File: config.mk
export PLATFORM = sky130hd
export DESIGN_NAME = led_pattern_core
export DESIGN_NICKNAME = d
export VERILOG_FILES = /design/src/rtl/led_pattern_pkg.sv /design/src/rtl/led_pattern_core_tick_gen.sv /design/src/rtl/led_pattern_core.sv
export SDC_FILE = /design/constraint.sdc
export NUM_CORES = 1
export LEC_CHECK = 0
export BUFFER_PORTS_ARGS = -buffer_cell sky130_fd_sc_hd__buf_2
export CAP_MARGIN = 20
export CELL_PAD_IN_SITES_DETAIL_PLACEMENT = 1
export CELL_PAD_IN_SITES_GLOBAL_PLACEMENT = 1
export CORE_ASPECT_RATIO = 0.75
export CORE_MARGIN = 1
export CORE_UTILIZATION = 47
export DETAILED_ROUTE_END_ITERATION = 8
export GPL_TIMING_DRIVEN = 0
export PLACE_DENSITY_LB_ADDON = 0.1
export SLEW_MARGIN = 20
export SYNTH_ARGS = -nofsm -noshare
export SYNTH_HDL_FRONTEND = slang
export SYNTH_SLANG_ARGS = --single-unit
File: constraint.sdc
create_clock -name clk -period 3.1 [get_ports clk]
set_clock_uncertainty 0.05 [all_clocks]
set_input_delay 0.31 -clock clk [delete_from_list [all_inputs] [get_ports clk]]
set_output_delay 0.31 -clock clk [all_outputs]
set_load 0.005 [all_outputs]
File: src/rtl/led_pattern_pkg.sv
`default_nettype none
// ============================================================================
// Module   : led_pattern_pkg
// Purpose  : Shared types and constants for the LED pattern core: the mode
//            enumeration, the entry pattern of each mode, the LED bank width
//            and helpers for mode rotation.
// Ports    : none (package)
// Revision : 1.0 - initial release
// ============================================================================
package led_pattern_pkg;

    localparam int LED_W = 4;

    typedef enum logic [1:0] {
        MODE_COUNT = 2'd0,
        MODE_SWEEP = 2'd1,
        MODE_BLINK = 2'd2
    } mode_e;

    localparam logic [LED_W-1:0] PAT_COUNT_INIT = 4'b0000;
    localparam logic [LED_W-1:0] PAT_SWEEP_INIT = 4'b0001;
    localparam logic [LED_W-1:0] PAT_BLINK_INIT = 4'b1111;

    // Rotation COUNT -> SWEEP -> BLINK -> COUNT; the unused encoding
    // falls back to COUNT so a corrupted mode register recovers.
    function automatic mode_e next_mode(input mode_e m);
        case (m)
            MODE_COUNT: next_mode = MODE_SWEEP;
            MODE_SWEEP: next_mode = MODE_BLINK;
            default:    next_mode = MODE_COUNT;
        endcase
    endfunction

    function automatic logic [LED_W-1:0] entry_pattern(input mode_e m);
        case (m)
            MODE_SWEEP: entry_pattern = PAT_SWEEP_INIT;
            MODE_BLINK: entry_pattern = PAT_BLINK_INIT;
            default:    entry_pattern = PAT_COUNT_INIT;
        endcase
    endfunction

endpackage
`default_nettype wire

File: src/rtl/led_pattern_core_tick_gen.sv
`default_nettype none
// ============================================================================
// Module   : tick_gen
// Purpose  : Prescaler. Counts 0..DIV-1 and wraps; tick is decoded
//            combinationally from the count register on its last value.
// Ports    : clk  - system clock, rising edge
//            rst  - synchronous active-high reset
//            tick - one-cycle strobe, high while count == DIV-1
// Revision : 1.0 - initial release
// ============================================================================
module tick_gen #(
    parameter int DIV = 4
) (
    input  logic clk,
    input  logic rst,
    output logic tick
);

    localparam int                CNT_W  = (DIV > 1) ? $clog2(DIV) : 1;
    localparam logic [CNT_W-1:0]  c_last = CNT_W'(DIV - 1);

    logic [CNT_W-1:0] r_pcnt;

    always_ff @(posedge clk) begin
        if (rst) begin
            r_pcnt <= '0;
        end else if (r_pcnt == c_last) begin
            r_pcnt <= '0;
        end else begin
            r_pcnt <= r_pcnt + 1'b1;
        end
    end

    assign tick = (r_pcnt == c_last);

endmodule
`default_nettype wire

File: src/rtl/led_pattern_core.sv
`default_nettype none
// ============================================================================
// Module   : led_pattern_core
// Purpose  : FPGA template root. A prescaler tick steps a mode sequencer
//            that drives a 4-bit LED bank; modes rotate COUNT -> SWEEP ->
//            BLINK every MODE_TICKS ticks.
//            Optional macro LED_HEARTBEAT_EN: led[3] becomes a heartbeat
//            flop toggling every MODE_TICKS/2 ticks.
// Ports    : clk - system clock, rising edge
//            rst - synchronous active-high reset
//            led - registered LED drive, 1 = on
// Revision : 1.0 - initial release
// ============================================================================
module led_pattern_core
    import led_pattern_pkg::*;
#(
    parameter int TICK_DIV   = 4,
    parameter int MODE_TICKS = 16
) (
    input  logic             clk,
    input  logic             rst,
    output logic [LED_W-1:0] led
);

    localparam int               MT_W       = (MODE_TICKS > 1) ? $clog2(MODE_TICKS) : 1;
    localparam logic [MT_W-1:0]  c_mt_last  = MT_W'(MODE_TICKS - 1);
    localparam logic [LED_W-1:0] c_sweep_hi = 4'b1000;
    localparam logic [LED_W-1:0] c_sweep_lo = 4'b0001;

    logic             w_tick;

    mode_e            r_mode,   w_mode_nxt;
    logic [MT_W-1:0]  r_mtcnt,  w_mtcnt_nxt;
    logic [LED_W-1:0] r_pat,    w_pat_nxt;
    logic             r_dir_up, w_dir_up_nxt;

    tick_gen #(
        .DIV (TICK_DIV)
    ) u_tick_gen (
        .clk  (clk),
        .rst  (rst),
        .tick (w_tick)
    );

    always_ff @(posedge clk) begin
        if (rst) begin
            r_mode   <= MODE_COUNT;
            r_mtcnt  <= '0;
            r_pat    <= PAT_COUNT_INIT;
            r_dir_up <= 1'b1;
        end else begin
            r_mode   <= w_mode_nxt;
            r_mtcnt  <= w_mtcnt_nxt;
            r_pat    <= w_pat_nxt;
            r_dir_up <= w_dir_up_nxt;
        end
    end

    always_comb begin
        w_mode_nxt   = r_mode;
        w_mtcnt_nxt  = r_mtcnt;
        w_pat_nxt    = r_pat;
        w_dir_up_nxt = r_dir_up;
        if (w_tick) begin
            if (r_mtcnt == c_mt_last) begin
                // Mode boundary: load the new mode's entry pattern instead of stepping.
                w_mtcnt_nxt  = '0;
                w_mode_nxt   = next_mode(r_mode);
                w_pat_nxt    = entry_pattern(next_mode(r_mode));
                w_dir_up_nxt = 1'b1;
            end else begin
                w_mtcnt_nxt = r_mtcnt + 1'b1;
                case (r_mode)
                    MODE_COUNT: w_pat_nxt = r_pat + 1'b1;
                    MODE_SWEEP: begin
                        // Bounce: reverse at the end bits and take the step
                        // away from the end on the same tick.
                        if (r_dir_up) begin
                            if (r_pat == c_sweep_hi) begin
                                w_pat_nxt    = r_pat >> 1;
                                w_dir_up_nxt = 1'b0;
                            end else begin
                                w_pat_nxt    = r_pat << 1;
                            end
                        end else begin
                            if (r_pat == c_sweep_lo) begin
                                w_pat_nxt    = r_pat << 1;
                                w_dir_up_nxt = 1'b1;
                            end else begin
                                w_pat_nxt    = r_pat >> 1;
                            end
                        end
                    end
                    MODE_BLINK: w_pat_nxt = ~r_pat;
                    default:    w_pat_nxt = r_pat;
                endcase
            end
        end
    end

`ifdef LED_HEARTBEAT_EN
    localparam int               HB_HALF    = MODE_TICKS / 2;
    localparam int               HB_W       = (HB_HALF > 1) ? $clog2(HB_HALF) : 1;
    localparam logic [HB_W-1:0]  c_hb_last  = HB_W'(HB_HALF - 1);

    logic [HB_W-1:0] r_hb_cnt;
    logic            r_hb;

    // Independent tick counter so the heartbeat period stays exact even
    // when MODE_TICKS is odd.
    always_ff @(posedge clk) begin
        if (rst) begin
            r_hb_cnt <= '0;
            r_hb     <= 1'b0;
        end else if (w_tick) begin
            if (r_hb_cnt == c_hb_last) begin
                r_hb_cnt <= '0;
                r_hb     <= ~r_hb;
            end else begin
                r_hb_cnt <= r_hb_cnt + 1'b1;
            end
        end
    end

    assign led = {r_hb, r_pat[LED_W-2:0]};
`else
    assign led = r_pat;
`endif

endmodule
`default_nettype wire

# --- Yosys cells after proc, flatten, opt, wreduce, memory -nomap -nowiden ---
# Index checks and enable logic that the tools add are counted.
totals:
  out_inout_bits: 4
  input_bits: 2
  latch_bits: 0
  word_cells: 39
  mem_count: 0
  ff_bits: 13
  romBits: 0
  ramBits: 0
op_classes:
  reduce_logical: 7
  div: 0
  multipliers: 0
  magnitude_cmp: 0
  bitwise_logic: 1
  muxes: 15
  shift: 0
  add_sub_neg: 3
  n_eq_ne: 8
op_table:
  columns: ["operator", "n"]
  rows:
  - ["4-bit 2-to-1 mux", 5]
  - ["4-bit case mux with 3 select lines", 1]
  - ["4-bit by 1-bit adder with 4-bit output (second input constant)", 2]
  - ["4-bit equality test (second input constant)", 2]
  - ["4-bit case mux with 2 select lines", 1]
  - ["2-bit equality test (second input constant)", 3]
  - ["2-bit AND reduction", 3]
  - ["1-bit 2-to-1 mux", 5]
  - ["2-bit by 1-bit equality test with 1-bit output (second input constant)", 2]
  - ["4-bit by 1-bit equality test with 1-bit output (second input constant)", 1]
  - ["2-bit 2-to-1 mux", 2]
  - ["4-bit NOT", 1]
  - ["2-bit case mux with 2 select lines", 1]
  - ["4-bit nonzero test", 1]
  - ["2-bit by 1-bit adder with 2-bit output (second input constant)", 1]
  - ["2-bit logical NOT", 1]
  - ["2-bit nonzero test", 1]
  - ["2-bit OR reduction", 1]

# --- Depth between registers and ports, before layout ---
logic_depth:
  ltp_word: 7
  ltp_mapped: 7
  depth_no_buf: 7

# --- Cells and area by module ---
# A second synthesis with hierarchy kept.
unflattened:
  cells_unflattened: 98
  hier_area_um2: 869.6
by_module_without_submodules:
  columns: ["module", "cells_per_inst", "area_each_um2", "seq_area_each_um2", "instances"]
  rows:
  - ["led_pattern_core", 93, 794.5, 220.2, 1]
  - ["tick_gen", 5, 75.1, 40.0, 1]

# --- Worst setup path after synthesis ---
# OpenSTA, ideal clock, no wires.
synth_timing:
  path_kind: "register to register"
  start: "register r_pat[1] (netlist: led[1])"
  end: "register r_pat[2] (netlist: led[2])"
  setup_ps: 91
  t_required_ps: 2959
  synth_period_minus_slack_ps: 1688
  stages_incl_launch_ff: 8
  n_path_buf: 0
  path_slack_ps: 1412
  arrival_ps: 1547
  cell_sequence: "dfxtp_1 -> inv_1 -> ha_1 -> nand2b_4 -> a21oi_2 -> o221ai_1 -> a221o_1 -> a311oi_1"
synth_via:
  elab_chain_len: 5
  elab_cells_between_ends: 8
  cone_classes: "1 x add/sub; 2 x eq/ne; 5 x mux"
synth_rtl:
  columns: ["item", "line_no", "rtl"]
  rows:
  - ["from (decl)", "led_pattern_core.sv:34", "logic [LED_W-1:0] r_pat, w_pat_nxt;"]
  - ["from (signal assigned)", "led_pattern_core.sv:54", "r_pat <= w_pat_nxt;"]
  - ["4-bit by 1-bit equality test with 1-bit output / 4-bit equality test (equally long branches)", "led_pattern_core.sv:86, led_pattern_core.sv:79", null]
  - ["4-bit 2-to-1 mux, on equally long branches", "led_pattern_core.sv:86, led_pattern_core.sv:79", null]
  - ["4-bit 2-to-1 mux", "led_pattern_core.sv:78", "if (r_dir_up) begin"]
  - ["4-bit case mux with 3 select lines *", "led_pattern_core.sv:73", "case (r_mode)"]
  - ["4-bit 2-to-1 mux *", "led_pattern_core.sv:65", "if (r_mtcnt == c_mt_last) begin"]
# Mark *: on every way between the ends. The rest lies on a longest branch, timed or not.
# A chain may end at the register's enable or synchronous reset.

# --- Worst setup path after layout ---
# Same ends and word-level chain as after synthesis.

==> impl_metrics.csv <==
group,metric,value,unit
yosys,synth_area_leaders,"dfxtp_1 30%, ha_1 13%, mux2i_1 5.8%",
yosys,ys_warn_count,0,
floorplan,die_height,39.01,um
floorplan,die-area,0.002003,sq mm
placement,gp_congestion,0.8221,
yosys,synth_nets,111,
cts,clock_latency,0.27,ns
outcome,status,"finished, final reports clean",
floorplan,rows,12,
floorplan,coreArea,0.001592,sq mm
power,powerDensity,362.6,mW/mm^2
yosys,syn-cell-area,858.3,sq um
worst_setup_path,arrival,2.03,ns
grt,grt_max_degree,11,
yosys,avgSynthCellArea,8.583,sq um
yosys,synth_top_area_share,30.32,%
worst_setup_path,r2r_setup_slack,1.21,ns
yosys,synth-edff-count,0,
timing,setup_violations,0,
yosys,synth.distinct_cells,39,
route,route.detailed.drc,0,
yosys,yosysMostFrequentCell,"dfxtp_1",
timing,hold_viol,0,
power,peakVddDrop,0.3235,mV
route,drt_iter0_drc,29,
route,drt-total-wl,2194,um
cts,cts_tree,"done",
worst_setup_path,slowest_stage,"dfxtp_1",
floorplan,start_util,53.93,%
final_layout,nets,121,
final_layout,drive_gt1_share,13.76,%
worst_setup_path,r2r_start,"led[1]$_SDFFE_PP0P_",
grt,track_usage,25.45,%
yosys,synthArstFlopShare,0,%
yosys,ys_seq_elements,13,
yosys,synth_flop_cell,"dfxtp_1",
route,postRouteAntennaNets,0,
yosys,yosys-top-cells-count,"13 x dfxtp_1, 12 x nor2_1, 9 x ha_1, 7 x inv_1",
yosys,syn_inst,100,
worst_setup_path,cp-startpoint,"led[1]$_SDFFE_PP0P_",
grt,grt_pass1_wl,3450,um
route,vias,778,
cts,cts_buffers,3,
worst_setup_path,max_stage_delay,0.39,ns
cts,cts-root-buf,"clkbuf_4",
cts,postCtsSetupBuffers,0,
placement,io_buffers,5,
timing,slew_violations,0,
cts,clock-sinks,13,
final_layout,area_delta_synth_final,9.038,%
flow_run,maxCapViolCount,0,
yosys,synth_top_area_cell,"dfxtp_1",
yosys,ys_seq_area_share,30.32,%
timing,fin_tns_setup,0,ns
timing,whs,0.1856,ns
cts,max-clock-path-buffers,2,
placement,hpwl,1702,um
worst_setup_path,r2r_end,"led[2]$_SDFFE_PP0P_",
worst_setup_path,r2r_cells,7,
cts,cts.clk_slew.worst_paths,0.07,ns
cts,cts_resized,0,
worst_setup_path,cp_max_fo,7,
route,wire_per_inst,16.88,um
grt,antenna_found_initial,0,
timing,rsz0062_at_grt,"false",
timing,finalCritPeriodShare,61.00,%
route,routed_via_density,5.985,
worst_setup_path,path_cells,"inv_1, ha_1, nand2b_4, a21oi_2, o221ai_1, a221o_1, a311oi_1",
power,cellLeakagePower,0.3866,nW
cts,cts_htree_levels,1,
floorplan,die_x,51.35,um
power,p_total,339.4,uW
grt,first_global_vias,713,
floorplan,io_pins,6,
timing,fmax,0.5288,GHz
worst_setup_path,path_class,"flop to flop",
final_layout,antenna_cells,0,
min_path,hp-class,"primary input to flop",
cts,cts-hold-fix-buffers,0,
timing,worst_pin_slew,0.4899,ns
grt,grt_overflow,0,
worst_setup_path,worst_ep_required_time,3.24,ns
route,first_pass_iters,4,
worst_setup_path,start_kind,"flop",
timing,slew_headroom,67.34,%
worst_setup_path,worstSetupEndpointType,"flop",
worst_setup_path,crit_path_end,"led[2]$_SDFFE_PP0P_",
min_path,hold_depth,2,
timing,period_minus_slack,1.891,ns
==> kinds of logic (layout without fill, tap and decap cells) <==
family,count (synthesis),count (layout),synth area share (%)
simple gates,33,33,19.68
compound gates,25,25,21.29
flops,13,13,30.32
buf+inv,12,21,6.706
fa+ha+maj,9,9,13.12
mux,5,5,5.831
xor+xnor,3,3,3.062
==> power breakdown <==
group	switching (mW)	internal [mW]
clock	0.0520	0.0499
sequential	0.00963	0.175
combinational	0.0285	0.0242
==> worst min path at each step <==
stage | start | endpoint | slack (ns)
finish | rst | led[3]$_SDFFE_PP0P_ | 0.19
detailed placement | u_tick_gen.r_pcnt[0]$_SDFF_PP0_ | u_tick_gen.r_pcnt[0]$_SDFF_PP0_ | 0.37
global route | rst | led[3]$_SDFFE_PP0P_ | 0.18
CTS | rst | led[3]$_SDFFE_PP0P_ | 0.18
floorplan | rst | led[3]$_SDFFE_PP0P_ | 0.33
global placement | u_tick_gen.r_pcnt[0]$_SDFF_PP0_ | u_tick_gen.r_pcnt[0]$_SDFF_PP0_ | 0.37
==> per-layer routing <==
layer / track usage, % / vias up / share of wire (%)
met5: 0 / - / 0
met3: 9.412 / 2 / 6.0
met2: 44.08 / 23 / 48
met1: 30.88 / 373 / 46
met4: 4.054 / 0 / 0.36
li1: - / 380 / -
==> sequential cells by signal (all words and copies together), names as in the netlist <==
register,flops
r_mode,2
r_dir_up,1
r_mtcnt,4
u_tick_gen.r_pcnt,2
led,4
==> cell type report <==
class | instances | area (sq um)
fillers | 202 | 655.6
multi-input cells | 75 | 540.5
flip-flops and latches | 13 | 260.3
plain buffers | 5 | 31.28
clock buffers | 4 | 26.28
inverters | 7 | 26.28
well taps | 21 | 26.28
repair buffers | 5 | 25.02
==> worst max-delay path, delay by kind of cell (launching register included) <==
family | cells | cell delay [ns]
AND/OR/NAND/NOR | 1 | 0.07
AO/OA/AOI/OAI | 4 | 0.83
buffers and inverters | 1 | 0.19
adder cells (fa/ha/maj) | 1 | 0.27
flip-flops | 1 | 0.39
==> through the flow <==
step | instance area, sq um | util (%) | worst slack (ns) | cells
6_report | 935.9 | 58.80 | 1.209 | 130
5_1_grt | 935.9 | 58.80 | 1.103 | 130
4_1_cts | 935.9 | 58.80 | 1.216 | 130
3_5_place_dp | 909.6 | 57.15 | 1.226 | 126
3_3_place_gp | 909.6 | 57.15 | 1.248 | 126
2_1_floorplan | 858.3 | - | 1.412 | 100
==> layout by cell type (no fill, tap or decap), types with 2 or more instances in the layout <==
master    synthesis  routed
clkbuf_4          0       3
dfxtp_1          13      13
o21ai_0           4       4
nor2b_1           2       2
ha_1              9       9
clkbuf_1          2       3
nor2_1           12      12
mux2i_1           5       5
nor3_1            3       3
nand2_1           4       4
a21oi_1           4       4
a31oi_1           2       2
xor2_1            2       2
nand3_1           5       5
buf_2             1       6
inv_1             7       7
o221ai_1          2       2
Note: power is estimated with default switching activity, not from simulation.
